File: config.mk
export PLATFORM = sky130hd
export DESIGN_NAME = wb_obi_bridge
export DESIGN_NICKNAME = d
export VERILOG_FILES = /design/src/rtl/wb_obi_bridge.sv
export SDC_FILE = /design/constraint.sdc
export NUM_CORES = 1
export LEC_CHECK = 0
export CAP_MARGIN = 0
export CORE_MARGIN = 3
export CORE_UTILIZATION = 41
export DETAILED_ROUTE_END_ITERATION = 12
export HOLD_SLACK_MARGIN = 0.06
export PLACE_DENSITY_LB_ADDON = 0.25
export SLEW_MARGIN = 40
export SYNTH_ARGS = -nofsm -noshare
export SYNTH_HDL_FRONTEND = slang
export SYNTH_SLANG_ARGS = --single-unit
File: constraint.sdc
create_clock -name clk_i -period 2.49 [get_ports clk_i]
set_input_delay 0.498 -clock clk_i [delete_from_list [all_inputs] [get_ports clk_i]]
set_output_delay 0.498 -clock clk_i [all_outputs]
set_load 0.02 [all_outputs]
File: src/rtl/wb_obi_bridge.sv
// -----------------------------------------------------------------------------
// wb_obi_bridge
//
// Wishbone-classic responder that turns every WB access into exactly one OBI
// initiator transaction. Only one transaction is in flight at a time. A
// response timeout makes sure the WB master always gets its ack, even if the
// OBI side never grants or never responds.
//
// Ports
//   clk_i          clock
//   rst_ni         synchronous, active-low reset
//   wb_addr_i      WB byte address
//   wb_rdata_o     WB read data (meaningful while wb_ack_o=1)
//   wb_wdata_i     WB write data
//   wb_wr_en_i     1=write, 0=read
//   wb_byte_en_i   WB byte lane enables
//   wb_stb_i       WB strobe
//   wb_ack_o       WB single-cycle acknowledge
//   wb_cyc_i       WB bus cycle
//   obi_req_o      OBI request
//   obi_gnt_i      OBI grant
//   obi_addr_o     OBI address (wb_addr_i + ADDR_OFFSET)
//   obi_we_o       OBI write enable
//   obi_be_o       OBI byte enables
//   obi_wdata_o    OBI write data
//   obi_rvalid_i   OBI response valid
//   obi_rdata_i    OBI read data
//   busy_o         1 whenever the bridge is not idle
//   timeout_o      one-cycle pulse, coincident with the ACK cycle of a
//                  transaction that was force-completed
//
// Handshakes
//   WB side : a request is taken when wb_cyc_i && wb_stb_i in IDLE. wb_ack_o
//             is high for one cycle (the ACK state) and only if wb_cyc_i is
//             still high; a master that dropped wb_cyc_i gets no ack.
//   OBI side: the address phase is complete on a cycle with obi_req_o &&
//             obi_gnt_i; the response phase is complete on the first
//             obi_rvalid_i seen in RESP (after any orphan discard). All
//             address-phase outputs come from registers and are stable while
//             obi_req_o=1. obi_rvalid_i is ignored outside RESP.
//
// Timeout
//   r_cnt holds the number of REQ/RESP cycles already spent before the current
//   one. The TIMEOUT_CYCLES-th REQ/RESP cycle is the last one allowed: if the
//   transaction does not complete in it, the bridge jumps to ACK with
//   TIMEOUT_DATA. If a grant had been given (including a grant that arrives in
//   that very last cycle) a response is still owed by the fabric, so the
//   orphan flag is set and that late response is discarded later.
//   TIMEOUT_CYCLES must be >= 2.
// -----------------------------------------------------------------------------
module wb_obi_bridge #(
  parameter int unsigned                SOC_ADDR_WIDTH = 32,
  parameter logic [SOC_ADDR_WIDTH-1:0]  ADDR_OFFSET    = '0,
  parameter int unsigned                TIMEOUT_CYCLES = 255,
  parameter logic [31:0]                TIMEOUT_DATA   = 32'hDEAD_BEEF
) (
  input  logic                      clk_i,
  input  logic                      rst_ni,
  input  logic [SOC_ADDR_WIDTH-1:0] wb_addr_i,
  output logic [31:0]               wb_rdata_o,
  input  logic [31:0]               wb_wdata_i,
  input  logic                      wb_wr_en_i,
  input  logic [3:0]                wb_byte_en_i,
  input  logic                      wb_stb_i,
  output logic                      wb_ack_o,
  input  logic                      wb_cyc_i,
  output logic                      obi_req_o,
  input  logic                      obi_gnt_i,
  output logic [SOC_ADDR_WIDTH-1:0] obi_addr_o,
  output logic                      obi_we_o,
  output logic [3:0]                obi_be_o,
  output logic [31:0]               obi_wdata_o,
  input  logic                      obi_rvalid_i,
  input  logic [31:0]               obi_rdata_i,
  output logic                      busy_o,
  output logic                      timeout_o
);

  localparam int unsigned CNT_W = (TIMEOUT_CYCLES > 2) ? $clog2(TIMEOUT_CYCLES) : 1;
  localparam logic [CNT_W-1:0] CNT_LAST = CNT_W'(TIMEOUT_CYCLES - 1);

  typedef enum logic [1:0] {
    S_IDLE = 2'd0,
    S_REQ  = 2'd1,
    S_RESP = 2'd2,
    S_ACK  = 2'd3
  } state_e;

  state_e                    r_state;
  state_e                    w_state_nxt;
  logic [CNT_W-1:0]          r_cnt;
  logic                      r_orphan;
  logic [SOC_ADDR_WIDTH-1:0] r_addr;
  logic                      r_we;
  logic [3:0]                r_be;
  logic [31:0]               r_wdata;
  logic [31:0]               r_rdata;
  logic                      r_timeout;

  logic w_accept;
  logic w_complete;
  logic w_timeout;
  logic w_set_orphan;
  logic w_clr_orphan;
  logic w_expired;
  logic w_active;

  assign w_active  = (r_state == S_REQ) || (r_state == S_RESP);
  assign w_expired = w_active && (r_cnt == CNT_LAST);

  // Next-state and control decode.
  always_comb begin
    w_state_nxt  = r_state;
    w_accept     = 1'b0;
    w_complete   = 1'b0;
    w_timeout    = 1'b0;
    w_set_orphan = 1'b0;
    w_clr_orphan = 1'b0;
    case (r_state)
      S_IDLE: begin
        if (wb_cyc_i && wb_stb_i) begin
          w_accept    = 1'b1;
          w_state_nxt = S_REQ;
        end
      end
      S_REQ: begin
        if (w_expired) begin
          // Out of time: withdraw the request. A grant in this same cycle
          // means the fabric accepted it and will answer later.
          w_timeout    = 1'b1;
          w_set_orphan = obi_gnt_i;
          w_state_nxt  = S_ACK;
        end else if (obi_gnt_i) begin
          w_state_nxt = S_RESP;
        end
      end
      S_RESP: begin
        if (obi_rvalid_i && !r_orphan) begin
          w_complete  = 1'b1;
          w_state_nxt = S_ACK;
        end else begin
          // A response while the orphan flag is set belongs to an earlier,
          // timed-out transaction: swallow it and keep waiting.
          w_clr_orphan = obi_rvalid_i;
          if (w_expired) begin
            w_timeout    = 1'b1;
            w_set_orphan = 1'b1;
            w_state_nxt  = S_ACK;
          end
        end
      end
      S_ACK: begin
        w_state_nxt = S_IDLE;
      end
      default: begin
        w_state_nxt = S_IDLE;
      end
    endcase
  end

  always_ff @(posedge clk_i) begin
    if (!rst_ni) begin
      r_state   <= S_IDLE;
      r_cnt     <= '0;
      r_orphan  <= 1'b0;
      r_addr    <= '0;
      r_we      <= 1'b0;
      r_be      <= 4'b0;
      r_wdata   <= 32'b0;
      r_rdata   <= 32'b0;
      r_timeout <= 1'b0;
    end else begin
      r_state   <= w_state_nxt;
      r_timeout <= w_timeout;

      if (w_accept) begin
        r_addr  <= wb_addr_i + ADDR_OFFSET;
        r_we    <= wb_wr_en_i;
        r_be    <= wb_byte_en_i;
        r_wdata <= wb_wdata_i;
        r_cnt   <= '0;
      end else if (w_active && !w_expired) begin
        r_cnt <= r_cnt + CNT_W'(1);
      end

      // Set wins over clear: a discard and a new timeout in the same cycle
      // leave exactly one response outstanding.
      if (w_set_orphan) begin
        r_orphan <= 1'b1;
      end else if (w_clr_orphan) begin
        r_orphan <= 1'b0;
      end

      if (w_complete) begin
        r_rdata <= r_we ? 32'b0 : obi_rdata_i;
      end else if (w_timeout) begin
        r_rdata <= TIMEOUT_DATA;
      end
    end
  end

  assign obi_req_o   = (r_state == S_REQ);
  assign obi_addr_o  = r_addr;
  assign obi_we_o    = r_we;
  assign obi_be_o    = r_be;
  assign obi_wdata_o = r_wdata;
  assign wb_ack_o    = (r_state == S_ACK) && wb_cyc_i;
  assign wb_rdata_o  = r_rdata;
  assign busy_o      = (r_state != S_IDLE);
  assign timeout_o   = r_timeout;

endmodule

==> out/summary.txt <==
==================================================================================
Portion of the post-synthesis area used by sequential elements ......        50.8%
Detailed placer's ending HPWL .......................................      9340 um
Net switching share of the total power ..............................        28.5%
Fraction of layout cells with a size suffix above 1 .................        11.2%
Met2 WL post-DR .....................................................      6440 um
Clock tree skew after final layout ..................................    0.0125 ns
Area added between synthesis and finish .............................        63.7%
P_sw ................................................................      1.73 mW
Met3 Wirelength .....................................................      1100 um
Synth async-reset ratio .............................................           0%
Global-route congestion overflow total ..............................            0
PortBufs ............................................................          211
Die Footprint .......................................................   12100 um^2
Type of element capturing the critical path ......................... primary output
Post-layout minimum cycle time ......................................      2.36 ns
Combined global-route utilization of all metal layers ...............        21.6%
Seq cells post-synth ................................................          113
Clock transition at the registers of the reported paths .............      0.06 ns
Pin count of the biggest net entering global routing ................           70
Reg2reg start ....................................................... r_state[0]$_SDFFE_PN0P_
Setup crit start kind ...............................................         flop
Chip height .........................................................       110 um
Most instantiated flip-flop cell in the synthesis netlist ........... sky130_fd_sc_hd__dfxtp_1
Average wire per cell in the routed design ..........................      15.8 um
Critical Path RT ....................................................      1.99 ns
Cts-stage hold buffer count .........................................            0
Via count of the first global-routing pass ..........................         4172
Fmax ................................................................      424 MHz
Rel. slew slack .....................................................        64.7%
Internal cell power .................................................      4.34 mW
Number of endpoints with negative hold slack in the final report ....            0
TritonCTS clock tree ................................................          yes
Critical Setup Path Class ........................................... flop to primary output
Mean area per synthesized cell ......................................    9.27 um^2
Top Metal Used ......................................................         met4
Number of filler cells placed in the layout .........................          831
Leakage Power .......................................................      2.67 nW
Launching element of the worst setup path ........................... r_state[1]$_SDFFE_PN0P_
GPL Wtd Cong ........................................................        0.756
Maximum clock path buffer count .....................................            2
Standard cell core area .............................................   10500 um^2
CTS root buffer ..................................................... sky130_fd_sc_hd__clkbuf_8
First-pass iteration count of the detailed router ...................            4
Wire length of the first global-routing pass ........................     20500 um
Relative contribution of combinational cells to total power .........        24.3%
Final wirelength ....................................................     13200 um
Critical-path maximum fanout ........................................            7
Final clock period utilization by the worst path ....................        94.6%
Post-synthesis instance area ........................................    4450 um^2
Initial core utilization ............................................        42.5%
EDFF count, synth ...................................................            0
Fin area ............................................................    7290 um^2
Inserted Clock Buffers ..............................................           17
Num ports ...........................................................          212
Residual DRC count ..................................................            0
Unrepaired setup endpoints after global routing .....................        false
WP data arrival .....................................................      1.86 ns
Number of clock sinks ...............................................          113
Number of max-cap violations ........................................            0
Cell count after synthesis ..........................................          480
Later-pin clock latency in the skew report ..........................      0.49 ns
Proportion of power drawn by flip-flops and latches .................        34.7%
Worst ir drop on vdd ................................................   0.000593 V
Number of placement rows ............................................           37
Post-Place Cell Area ................................................    6670 um^2
Total negative setup slack ..........................................         0 ns
Remaining number of nets flagged by the antenna check after routing .            0
Routed via count ....................................................         4194
Count of nets after finishing .......................................          799
Final setup violating endpoints .....................................            0
Die width ...........................................................       110 um
Level count of the clock H-tree .....................................            4
Power share of the clock group ......................................        40.9%
DRT iter0 DRCs ......................................................          194
Number of vias per cell after detailed routing ......................         5.02
Measured slew at the worst slew-check pin ...........................     0.527 ns
Post-synth cell types ...............................................           41
Pins Over Slew Limit ................................................            0
Total number of yosys warnings ......................................            0
Number of antenna violations at the first check in global routing ...            0
Met1 Routed Length ..................................................      5300 um
Tightest Hold Check Type ............................................ input port to flop
Power Dens Cells ....................................................  833 nW/um^2
Number of inserted diodes ...........................................            0
Launch point of the worst hold path .................................       rst_ni
Synth Net Count .....................................................          593
Result of the run ...................................................    completed
==================================================================================
==> stage by stage <==
stage | hold WS, ns | cells | total power [mW] | setup slack [ns] | util [%]
after floorplan | 0.472 | 480 | 2.92 | 0.653 | -
after global placement | 0.449 | 803 | 3.58 | 0.238 | 63.8
after detailed placement | 0.456 | 803 | 3.63 | 0.262 | 63.8
after CTS | 0.421 | 835 | 6.13 | 0.0354 | 69.6
after global routing | 0.433 | 835 | 6.36 | 0.0558 | 69.7
final | 0.448 | 835 | 6.07 | 0.133 | 69.7
==> power groups by stage <==
stage | sequential [mW] | combinational, mW | clock (mW)
floorplan | 2.33 | 0.594 | 0
detailed placement | 2.15 | 1.48 | 0
CTS | 2.11 | 1.49 | 2.53
global route | 2.13 | 1.60 | 2.62
global placement | 2.13 | 1.45 | 0
finish | 2.11 | 1.48 | 2.48
==> routing by layer <==
metal / track usage, % / vias up
met4: 8.62 / 0
met5: 0 / -
met3: 7.11 / 21
li1: - / 2053
met1: 24.8 / 1963
met2: 37.0 / 157
==> worst paths after layout <==
path	to	slack [ns]	cells past startpoint
max	obi_req_o	0.13	3
min reg2reg	obi_addr_o[11]$_SDFFE_PN0P_	0.46	2
max reg2reg	wb_rdata_o[18]$_SDFFE_PN0P_	0.34	7
min	wb_rdata_o[6]$_SDFFE_PN0P_	0.45	2
==> registers in the layout, indices dropped and copies added, names as in the netlist <==
register     cells
r_cnt            8
timeout_o        1
obi_wdata_o     32
obi_we_o         1
obi_addr_o      32
r_state          2
obi_be_o         4
r_orphan         1
wb_rdata_o      32
==> area by class of cell <==
class | instances | area, um^2 | area share, %
clock inverters | 13 | 184 | 2.52
flip-flops and latches | 113 | 2260 | 31.0
clock buffers | 19 | 432 | 5.92
inverters | 6 | 22.5 | 0.309
well taps | 136 | 170 | 2.33
repair buffers | 220 | 2190 | 30.0
multi-input cells | 328 | 2030 | 27.9
==> cell families after synthesis <==
kind of cell | count (synthesis) | share of synthesized area (%)
buffers and inverters | 39 | 3.85
flip-flops | 113 | 50.8
AND/OR/NAND/NOR | 193 | 19.2
multiplexers | 2 | 0.478
XOR/XNOR | 5 | 0.984
AO/OA/AOI/OAI | 122 | 23.0
adder cells (fa/ha/maj) | 6 | 1.69
==> timing repair <==
action,4_1_cts,5_1_grt
setup buffers,0,0
cloned,0,0
hold endpoints to repair,0,0
setup endpoints to repair,1,1
resized for setup,1,1
==> cell usage after synthesis, types with 2 or more instances <==
cell / number / share of area, %
sky130_fd_sc_hd__xor2_1: 4 / 0.79
sky130_fd_sc_hd__ha_1: 6 / 1.7
sky130_fd_sc_hd__nand2_1: 144 / 12
sky130_fd_sc_hd__buf_6: 3 / 0.76
sky130_fd_sc_hd__inv_1: 6 / 0.51
sky130_fd_sc_hd__buf_2: 2 / 0.22
sky130_fd_sc_hd__a21oi_1: 6 / 0.67
sky130_fd_sc_hd__and4_2: 2 / 0.45
sky130_fd_sc_hd__nand3_1: 2 / 0.22
sky130_fd_sc_hd__o211ai_1: 2 / 0.34
sky130_fd_sc_hd__clkbuf_1: 28 / 2.4
sky130_fd_sc_hd__nor2b_1: 24 / 3.4
sky130_fd_sc_hd__o21ai_0: 3 / 0.34
sky130_fd_sc_hd__a21boi_0: 69 / 12
sky130_fd_sc_hd__o221a_2: 25 / 6.3
sky130_fd_sc_hd__dfxtp_1: 113 / 51
sky130_fd_sc_hd__a32o_1: 8 / 1.8
sky130_fd_sc_hd__nor2_1: 10 / 0.84
==> layout by cell type, fill, tap and decap left out, types with 3 or more instances in the layout <==
| master | n |
|---|---|
| sky130_fd_sc_hd__a21boi_0 | 69 |
| sky130_fd_sc_hd__a21oi_1 | 6 |
| sky130_fd_sc_hd__a32o_1 | 8 |
| sky130_fd_sc_hd__buf_4 | 8 |
| sky130_fd_sc_hd__bufinv_16 | 4 |
| sky130_fd_sc_hd__clkbuf_16 | 16 |
| sky130_fd_sc_hd__clkdlybuf4s50_1 | 209 |
| sky130_fd_sc_hd__clkinv_2 | 3 |
| sky130_fd_sc_hd__clkinvlp_4 | 3 |
| sky130_fd_sc_hd__dfxtp_1 | 113 |
| sky130_fd_sc_hd__ha_1 | 5 |
| sky130_fd_sc_hd__inv_1 | 6 |
| sky130_fd_sc_hd__nand2_1 | 144 |
| sky130_fd_sc_hd__nor2_1 | 9 |
| sky130_fd_sc_hd__nor2b_1 | 24 |
| sky130_fd_sc_hd__o21ai_0 | 3 |
| sky130_fd_sc_hd__o221a_2 | 25 |
| sky130_fd_sc_hd__xor2_1 | 4 |
==> critical path, cell delays in order, from the launching register on <==
cell and delay, ns:
sky130_fd_sc_hd__dfxtp_1 0.35, sky130_fd_sc_hd__inv_1 0.10, sky130_fd_sc_hd__ha_2 0.27, sky130_fd_sc_hd__clkdlybuf4s50_1 0.64
Power figures use the tool's default switching activity.
